File: config.mk
export PLATFORM = sky130hd
export DESIGN_NAME = cpu_mem
export DESIGN_NICKNAME = d
export VERILOG_FILES = /design/src/rtl/cpu_pkg.sv /design/src/rtl/mem_wait_ctr.sv /design/src/rtl/cpu_mem.sv
export SDC_FILE = /design/constraint.sdc
export NUM_CORES = 1
export LEC_CHECK = 0
export ABC_AREA = 0
export BUFFER_PORTS_ARGS = -buffer_cell sky130_fd_sc_hd__buf_4
export CORE_ASPECT_RATIO = 1.4
export CORE_MARGIN = 4
export CORE_UTILIZATION = 25
export CTS_CLUSTER_SIZE = 20
export DETAILED_ROUTE_END_ITERATION = 10
export PLACE_DENSITY_LB_ADDON = 0.25
export RECOVER_POWER = 100
export SYNTH_ARGS = -nofsm -noshare
export SYNTH_HDL_FRONTEND = slang
export SYNTH_SLANG_ARGS = --single-unit
export TNS_END_PERCENT = 1
File: constraint.sdc
create_clock -name clk -period 5.2 [get_ports clk]
set_input_delay 0.26 -clock clk [delete_from_list [all_inputs] [get_ports clk]]
set_output_delay 0.26 -clock clk [all_outputs]
set_load 0.05 [all_outputs]
File: src/rtl/cpu_pkg.sv
// cpu_pkg: definitions shared by the CPU pipeline stages.
//   - write-back source select encodings (WB_ALU / WB_MEM / WB_JAL)
//   - MEM stage bus-access FSM state encoding
//   - width of the MEM stage wait counter (covers TIMEOUT up to 255)
package cpu_pkg;

   localparam logic [1:0] WB_ALU = 2'b00;
   localparam logic [1:0] WB_MEM = 2'b01;
   localparam logic [1:0] WB_JAL = 2'b10;

   localparam int MEM_CNT_W = 8;

   typedef enum logic {
      MEM_IDLE = 1'b0,
      MEM_WAIT = 1'b1
   } mem_state_t;

endpackage

File: src/rtl/mem_wait_ctr.sv
// mem_wait_ctr: cycle counter for the MEM stage bounded bus wait.
// Ports:
//   clk, rst : clock, asynchronous active-high reset
//   clr      : synchronous clear (takes priority over en)
//   en       : increment by one
//   tc       : terminal count, high while the count equals TIMEOUT-1
module mem_wait_ctr
   import cpu_pkg::*;
#(
   parameter int TIMEOUT = 16
) (
   input  logic clk,
   input  logic rst,
   input  logic clr,
   input  logic en,
   output logic tc
);

   logic [MEM_CNT_W-1:0] cnt;

   always_ff @(posedge clk or posedge rst) begin
      if (rst)
         cnt <= '0;
      else if (clr)
         cnt <= '0;
      else if (en)
         cnt <= cnt + MEM_CNT_W'(1);
   end

   assign tc = (cnt == MEM_CNT_W'(TIMEOUT - 1));

endmodule

File: src/rtl/cpu_mem.sv
// cpu_mem: memory-access pipeline stage.
// Takes the registered execute-stage outputs, performs loads/stores over a
// req/ack bus with a bounded wait, and registers results for write-back.
// Ports:
//   clk, rst                       : clock, asynchronous active-high reset
//   ex_*                           : execute-stage instruction fields
//   wb_wdata, wb_rfw, wb_waddr     : write-back result, for store-data forwarding
//   bus_req/we/addr/wdata (out)    : bus request
//   bus_rdata, bus_ack (in)        : bus response, ack is a one-cycle pulse
//   stall                          : freezes PC and IF/ID/EX registers
//   p_*                            : registers feeding the write-back stage
//   bus_err                        : one-cycle pulse after an access times out
module cpu_mem
   import cpu_pkg::*;
#(
   parameter int TIMEOUT = 16
) (
   input  logic        clk,
   input  logic        rst,
   input  logic        ex_c_rfw,
   input  logic [1:0]  ex_c_wbsource,
   input  logic        ex_c_drw,
   input  logic [31:0] ex_alu_r,
   input  logic [31:0] ex_rfb,
   input  logic [4:0]  ex_rf_waddr,
   input  logic [31:0] ex_jalra,
   input  logic [4:0]  ex_rt,
   input  logic [31:0] wb_wdata,
   input  logic        wb_rfw,
   input  logic [4:0]  wb_waddr,
   output logic        bus_req,
   output logic        bus_we,
   output logic [31:0] bus_addr,
   output logic [31:0] bus_wdata,
   input  logic [31:0] bus_rdata,
   input  logic        bus_ack,
   output logic        stall,
   output logic        p_c_rfw,
   output logic [1:0]  p_c_wbsource,
   output logic [31:0] p_alu_r,
   output logic [31:0] p_dm_rdata,
   output logic [4:0]  p_rf_waddr,
   output logic [31:0] p_jalra,
   output logic        bus_err
);

   mem_state_t  state_q, state_d;
   logic [31:0] sdata_q;
   logic [31:0] fwd;
   logic        acc, is_load;
   logic        req_c, we_c, stall_c;
   logic [31:0] wdata_c;
   logic        latch_c, done_c, abort_c, cnt_clr, cnt_en, cnt_tc;

   assign is_load = (ex_c_wbsource == WB_MEM);
   assign acc     = ex_c_drw | is_load;
   assign fwd     = (wb_rfw && wb_waddr == ex_rt && wb_waddr != 5'd0) ? wb_wdata : ex_rfb;

   mem_wait_ctr #(.TIMEOUT(TIMEOUT)) u_ctr (
      .clk (clk),
      .rst (rst),
      .clr (cnt_clr),
      .en  (cnt_en),
      .tc  (cnt_tc)
   );

   always_comb begin
      state_d = state_q;
      req_c   = 1'b0;
      we_c    = 1'b0;
      wdata_c = fwd;
      stall_c = 1'b0;
      latch_c = 1'b0;
      done_c  = 1'b0;
      abort_c = 1'b0;
      cnt_clr = 1'b0;
      cnt_en  = 1'b0;
      case (state_q)
         MEM_IDLE: begin
            req_c = acc;
            we_c  = ex_c_drw;
            if (acc) begin
               if (bus_ack) begin
                  done_c = 1'b1;
               end else begin
                  stall_c = 1'b1;
                  latch_c = 1'b1;
                  cnt_clr = 1'b1;
                  state_d = MEM_WAIT;
               end
            end
         end
         MEM_WAIT: begin
            req_c   = 1'b1;
            we_c    = ex_c_drw;
            wdata_c = sdata_q;
            // ack is checked before the terminal count so a late ack still wins
            if (bus_ack) begin
               done_c  = 1'b1;
               state_d = MEM_IDLE;
            end else if (cnt_tc) begin
               abort_c = 1'b1;
               state_d = MEM_IDLE;
            end else begin
               cnt_en  = 1'b1;
               stall_c = 1'b1;
            end
         end
         default: state_d = MEM_IDLE;
      endcase
   end

   // Bus and stall are gated by rst so they drop immediately, without
   // waiting for the (possibly still active) execute-stage inputs to change.
   assign bus_req   = req_c & ~rst;
   assign bus_we    = we_c & ~rst;
   assign bus_addr  = rst ? 32'd0 : ex_alu_r;
   assign bus_wdata = rst ? 32'd0 : wdata_c;
   assign stall     = stall_c & ~rst;

   always_ff @(posedge clk or posedge rst) begin
      if (rst) begin
         state_q <= MEM_IDLE;
         sdata_q <= 32'd0;
      end else begin
         state_q <= state_d;
         if (latch_c)
            sdata_q <= fwd;
      end
   end

   // MEM -> WB pipeline boundary
   always_ff @(posedge clk or posedge rst) begin
      if (rst) begin
         p_c_rfw      <= 1'b0;
         p_c_wbsource <= 2'b00;
         p_alu_r      <= 32'd0;
         p_dm_rdata   <= 32'd0;
         p_rf_waddr   <= 5'd0;
         p_jalra      <= 32'd0;
         bus_err      <= 1'b0;
      end else begin
         bus_err <= abort_c;
         if (stall_c) begin
            p_c_rfw <= 1'b0;
         end else begin
            p_c_rfw      <= ex_c_rfw;
            p_c_wbsource <= ex_c_wbsource;
            p_alu_r      <= ex_alu_r;
            p_rf_waddr   <= ex_rf_waddr;
            p_jalra      <= ex_jalra;
            if (abort_c)
               p_dm_rdata <= 32'd0;
            else if (done_c && is_load)
               p_dm_rdata <= bus_rdata;
         end
      end
   end

endmodule

# --- Word level (Yosys, flattened, before mapping) ---
# Cells that the tools add are included.
word_totals:
  input_bits: 183
  ff_bits: 146
  elab_cells: 51
  output_inout_bits: 172
classes:
  muxes: 23
  bitwise_logic: 7
  add_sub_neg: 1
  n_eq_ne: 3
  reduce_logical: 7
ops:
  columns: ["cell", "count"]
  rows:
  - ["$mux W32", 6]
  - ["$mux W8", 2]
  - ["$mux W1", 12]
  - ["$add A8 B1 Y8 const B", 1]
  - ["$eq A8 B4 Y1 const B", 1]
  - ["$pmux W1 S2", 3]
  - ["$eq A5 B5 Y1", 1]
  - ["$reduce_bool A5 Y1", 1]
  - ["$reduce_bool A2 Y1", 2]
  - ["$and A1 B1 Y1", 3]
  - ["$logic_and A1 B1 Y1", 3]
  - ["$not A1 Y1", 3]
  - ["$eq A2 B1 Y1 const B", 1]
  - ["$reduce_and A2 Y1", 1]
  - ["$or A1 B1 Y1", 1]

# --- Longest topological paths before layout ---
depth:
  depth_word: 7
  depth_mapped: 7
  mapped_depth_nobuf: 6

# --- Modules after synthesis ---
# Synthesis repeated with hierarchy kept, for this count alone.
hier_totals:
  hier_cells: 599
  area_unflattened_um2: 7245.7
modules_own_cells:
  columns: ["mod", "seq_area_each_um2", "area_per_inst_um2", "instances", "cells_per_inst"]
  rows:
  - ["cpu_mem", 3453.3, 6837.8, 1, 559]
  - ["mem_wait_ctr", 200.2, 407.9, 1, 40]

# --- Worst setup path after synthesis ---
# Ideal clock, no wire load.
synth_timing:
  kind: "input port to output port"
  startpoint: "input wb_waddr[0]"
  endpoint: "output bus_wdata[0]"
  path_buffers: 1
  slack_ps: 2590
  t_required_ps: 4940
  cell_stages: 6
  arrival_ps: 2350
  cell_sequence: "nor4_1 > o21ai_1 > nand4_2 > buf_4 > nand2_1 > a311oi_1"
synth_via:
  elab_chain_len: 6
  elab_cells_between_ends: 7
  classes_between: "eq/ne (1); mux (3); reduce/logical (3)"
synth_rtl:
  columns: ["item", "line_no", "rtl"]
  rows:
  - ["start, declared", "cpu_mem.sv:30", "input logic [4:0] wb_waddr,"]
  - ["$eq A5 B5 Y1", "cpu_mem.sv:57", "assign fwd = (wb_rfw && wb_waddr == ex_rt && wb_waddr != 5'd0) ? wb_wdata : ex_rfb;"]
  - ["$logic_and A1 B1 Y1", "cpu_mem.sv:57", null]
  - ["$logic_and A1 B1 Y1 (*)", "cpu_mem.sv:57", null]
  - ["$mux W32 (*)", "cpu_mem.sv:57", null]
  - ["$mux W32 (*)", "cpu_mem.sv:78", "case (state_q)"]
  - ["$mux W32 (*)", "cpu_mem.sv:118", "assign bus_wdata = rst ? 32'd0 : wdata_c;"]
  - ["end, declared", "cpu_mem.sv:34", "output logic [31:0] bus_wdata,"]
# Mark *: on every way between the ends. The rest lies on a longest branch, timed or not.

# --- Final worst setup path ---
layout_timing:
  startpoint: "input ex_rt[3]"
  endpoint: "output bus_wdata[19]"
layout_via:
  elab_chain_len: 6
layout_rtl:
  columns: ["item", "line_no", "rtl"]
  rows:
  - ["start, declared", "cpu_mem.sv:27", "input logic [4:0] ex_rt,"]
  - ["$eq A5 B5 Y1", "cpu_mem.sv:57", null]
  - ["$logic_and A1 B1 Y1 (2 in a row)", "cpu_mem.sv:57", null]
  - ["$mux W32", "cpu_mem.sv:57", null]
  - ["$mux W32", "cpu_mem.sv:78", null]
  - ["$mux W32", "cpu_mem.sv:118", null]
# Every way passes these cells.

==> flow_summary.yaml <==
outcome:
  status: "complete, but fails checks"
  violations: "capacitance limit, slew limit"
global_route:
  antenna_found_initial: 0
  grt_pass1_vias: 5607
  grt_max_degree: 77
  gr-usage-all-layers_pct: 13.1
  grt-ovfl-total: 0
  grt_pass1_wl_um: 31600
route:
  drt-total-wl_um: 21400
  drt_iter0_markers: 237
  vias: 5672
  drcViolationCount: 0
  dr.pass1.iters: 4
  wire_per_inst_um: 16.6
  ant_nets: 0
  viasPerCell: 4.40
power_and_ir_drop:
  swShare_pct: 39.3
  power_mw: 3.95
  p_seq_share_pct: 36.1
  power_density_mw_per_mm2: 410
  power_frac_comb_pct: 32.9
  power_frac_clock_pct: 31.0
  p_int_mw: 2.39
  p_leak_nw: 4.15
  p_switching_mw: 1.55
  vdd_ir_drop_max_v: 0.000191
sta:
  tightest_slew_ns: 2.07
  fin_crit_ns: 3.53
  maxSlewViolCount: 179
  clock-skew-final_ns: 0.00828
  post-route-period-util_pct: 67.8
  hold_viol: 0
  setup_tns_ns: 0
  relSlewSlack_pct: -38.9
  rsz0062_at_grt: "false"
  fmax_mhz: 283
  setup_viol: 0
critical_path:
  critPathMaxFanout: 32
  required_ns: 4.94
  ff2ff_path_depth: 6
  cp-end-kind: "primary output"
  r2r_slack_ns: 2.51
  rr_startpoint: "u_ctr.cnt[0]$_DFFE_PP0N_"
  cp-start-kind: "input pin"
  crit_type: "in -> out"
  arrival_ns: 3.27
  r2r-end: "p_jalra[8]$_DFFE_PP0P_"
run:
  drv_cap: 4
clocking:
  insertion_delay_ns: 0.42
  cts_setup_buffers: 0
  cts_tree: "yes"
  postCtsHoldBufs: 0
  htree_num_levels: 4
  clockBufferDepth: 2
  cts_root_buf: "clkbuf_16"
  clkTransAtPathRegs_ns: 0.06
  cts_inserted_buffers: 17
  cts.sinks: 146
  ctsResizeCount: 0
hold_path:
  whs_endpoint: "p_jalra[29]$_DFFE_PP0P_"
  hold_depth: 2
  hold_start: "ex_jalra[29]"
  min_path_type: "in -> reg"
synth:
  syn_inst: 569
  synth_xor_area_share_pct: 1.36
  syn_area_mm2: 0.00707
  syn_avg_cell_area_um2: 12.4
  syn_nets: 753
  ys_warn_count: 0
  yosysUniqueCellTypes: 42
  synth-compound-area-share_pct: 13.8
  synth-seq-area-share_pct: 51.7
  synth_top_family_by_area: "multiplexers"
  synth-seq-cells: 146
  yosys.area_share.simple_pct: 12.7
  synth_adder_area_share_pct: 0.177
  synth_mux_area_share_pct: 15.2
floorplanning:
  row_count: 72
  die_width_um: 150
  core_area_mm2: 0.0277
  pin_count: 355
  initial_core_util_pct: 25.5
  chipHeight_um: 207
  die_area_mm2: 0.0311
place:
  place.gp.congestion: 0.743
  port_buffers: 354
  dp_hpwl_um: 15400
final_layout:
  mostFrequentLayoutCells: "187 x buf_4, 177 x clkbuf_1, 146 x dfrtp_1"
  final_common_cell: "buf_4"
  diodes: 0
  nNetsFinal: 1090
  fill_cells: 3020
  area_growth_syn_to_layout_pct: 36.3
  drive_gt1_share_pct: 30.8
-- layout make-up --
cell class | count | area (um2) | share of cell area, %
sequential | 146 | 3650 | 37.9
tap | 370 | 463 | 4.81
clock inverter | 11 | 128 | 1.32
clock buffer | 21 | 450 | 4.68
inverter | 3 | 12.5 | 0.130
multi-input combinational | 374 | 2840 | 29.4
timing repair buffer | 364 | 2090 | 21.7
-- stage by stage --
stage / cell area [um2] / std cells / worst slack (ns) / utilization (%) / hold slack [ns]
finish: 9630 / 1289 / 1.67 / 34.7 / 0.0550
global route: 9630 / 1289 / 1.20 / 34.7 / 0.0301
CTS: 10500 / 1289 / 2.32 / 37.9 / 0.0256
detailed placement: 9940 / 1257 / 2.42 / 35.8 / 0.477
global placement: 9940 / 1257 / 2.43 / 35.8 / 0.469
floorplan: 7070 / 569 / 0.793 / - / 0.389
-- worst max path at each step --
stage,start,to,slack (ns)
after detailed placement,ex_rt[4],bus_wdata[5],2.42
after global placement,ex_rt[3],bus_wdata[5],2.43
after CTS,state_q$_DFF_PP0_,bus_wdata[5],2.32
after global routing,rst,p_c_wbsource[0]$_DFFE_PP0P_,1.20
final,ex_rt[3],bus_wdata[19],1.67
after floorplan,rst,bus_err$_DFF_PP0_,0.79
-- critical path, stage by stage --
cell	delay, ns
clkbuf_4	0.11
xor2_1	0.15
nor3_1	0.23
nand4_1	1.27
mux2i_1	0.42
a211oi_1	0.31
clkbuf_1	0.52
-- layer usage --
| metal | vias up | share of wire [%] | global-route usage (%) |
|---|---|---|---|
| met5 | - | 0 | 0 |
| met2 | 225 | 51 | 23.1 |
| met3 | 18 | 7.9 | 4.06 |
| met1 | 2710 | 39 | 15.1 |
| met4 | 0 | 1.7 | 4.12 |
| li1 | 2719 | - | - |
-- power by group through the flow --
stage	Combinational [mW]	Sequential [mW]	Clock, mW
after floorplan	0.620	1.89	0
after global placement	1.54	1.45	0
after detailed placement	1.54	1.45	0
after CTS	1.55	1.43	1.28
after global routing	1.38	1.45	1.32
final	1.30	1.42	1.22
-- registers in the layout, indices dropped and copies added, names as in the netlist --
| register | flops |
|---|---|
| p_rf_waddr | 5 |
| p_alu_r | 32 |
| bus_err | 1 |
| u_ctr.cnt | 8 |
| state_q | 1 |
| p_dm_rdata | 32 |
| p_c_rfw | 1 |
| sdata_q | 32 |
| p_c_wbsource | 2 |
| p_jalra | 32 |
-- cell families after synthesis --
| kind of cell | Yosys count |
|---|---|
| multiplexers | 77 |
| AND/OR/NAND/NOR | 181 |
| adder cells (fa/ha/maj) | 1 |
| buffers and inverters | 49 |
| AO/OA/AOI/OAI | 104 |
| flip-flops | 146 |
| XOR/XNOR | 11 |
-- cell usage after synthesis --
| library cell | n | area [um2] |
|---|---|---|
| buf_12 | 8 | 160 |
| o21ai_1 | 1 | 5.00 |
| a211oi_1 | 5 | 37.5 |
| mux2i_1 | 6 | 60.1 |
| nand2_2 | 17 | 106 |
| a32o_1 | 32 | 320 |
| nor2_4 | 1 | 11.3 |
| xnor2_1 | 2 | 17.5 |
| buf_4 | 2 | 15.0 |
| o21a_1 | 1 | 7.51 |
| inv_1 | 2 | 7.51 |
| nor4_4 | 1 | 21.3 |
| dfrtp_1 | 146 | 3650 |
| nor3_1 | 1 | 5.00 |
| mux2_4 | 57 | 856 |
| mux2_2 | 14 | 158 |
| ha_1 | 1 | 12.5 |
| nor4_1 | 1 | 6.26 |
| or2_0 | 1 | 6.26 |
| clkbuf_1 | 20 | 75.1 |
| xor2_1 | 9 | 78.8 |
| nor3_2 | 1 | 10.0 |
| nor2b_1 | 34 | 213 |
| nand2_4 | 3 | 33.8 |
| a21oi_4 | 1 | 16.3 |
| a21oi_1 | 6 | 30.0 |
| buf_8 | 1 | 15.0 |
| nand2b_4 | 1 | 13.8 |
| a311oi_1 | 7 | 61.3 |
| a311oi_2 | 20 | 300 |
| buf_2 | 14 | 70.1 |
| and2_1 | 1 | 6.26 |
| inv_2 | 1 | 3.75 |
| nand2_1 | 38 | 143 |
| buf_6 | 1 | 11.3 |
| a31oi_1 | 27 | 169 |
| nor2_1 | 76 | 285 |
| and3_1 | 3 | 18.8 |
| o21ai_0 | 2 | 10.0 |
| nand4_2 | 1 | 12.5 |
| o2111ai_1 | 2 | 17.5 |
| and4_1 | 1 | 8.76 |
Note: power is estimated with default switching activity, not from simulation.
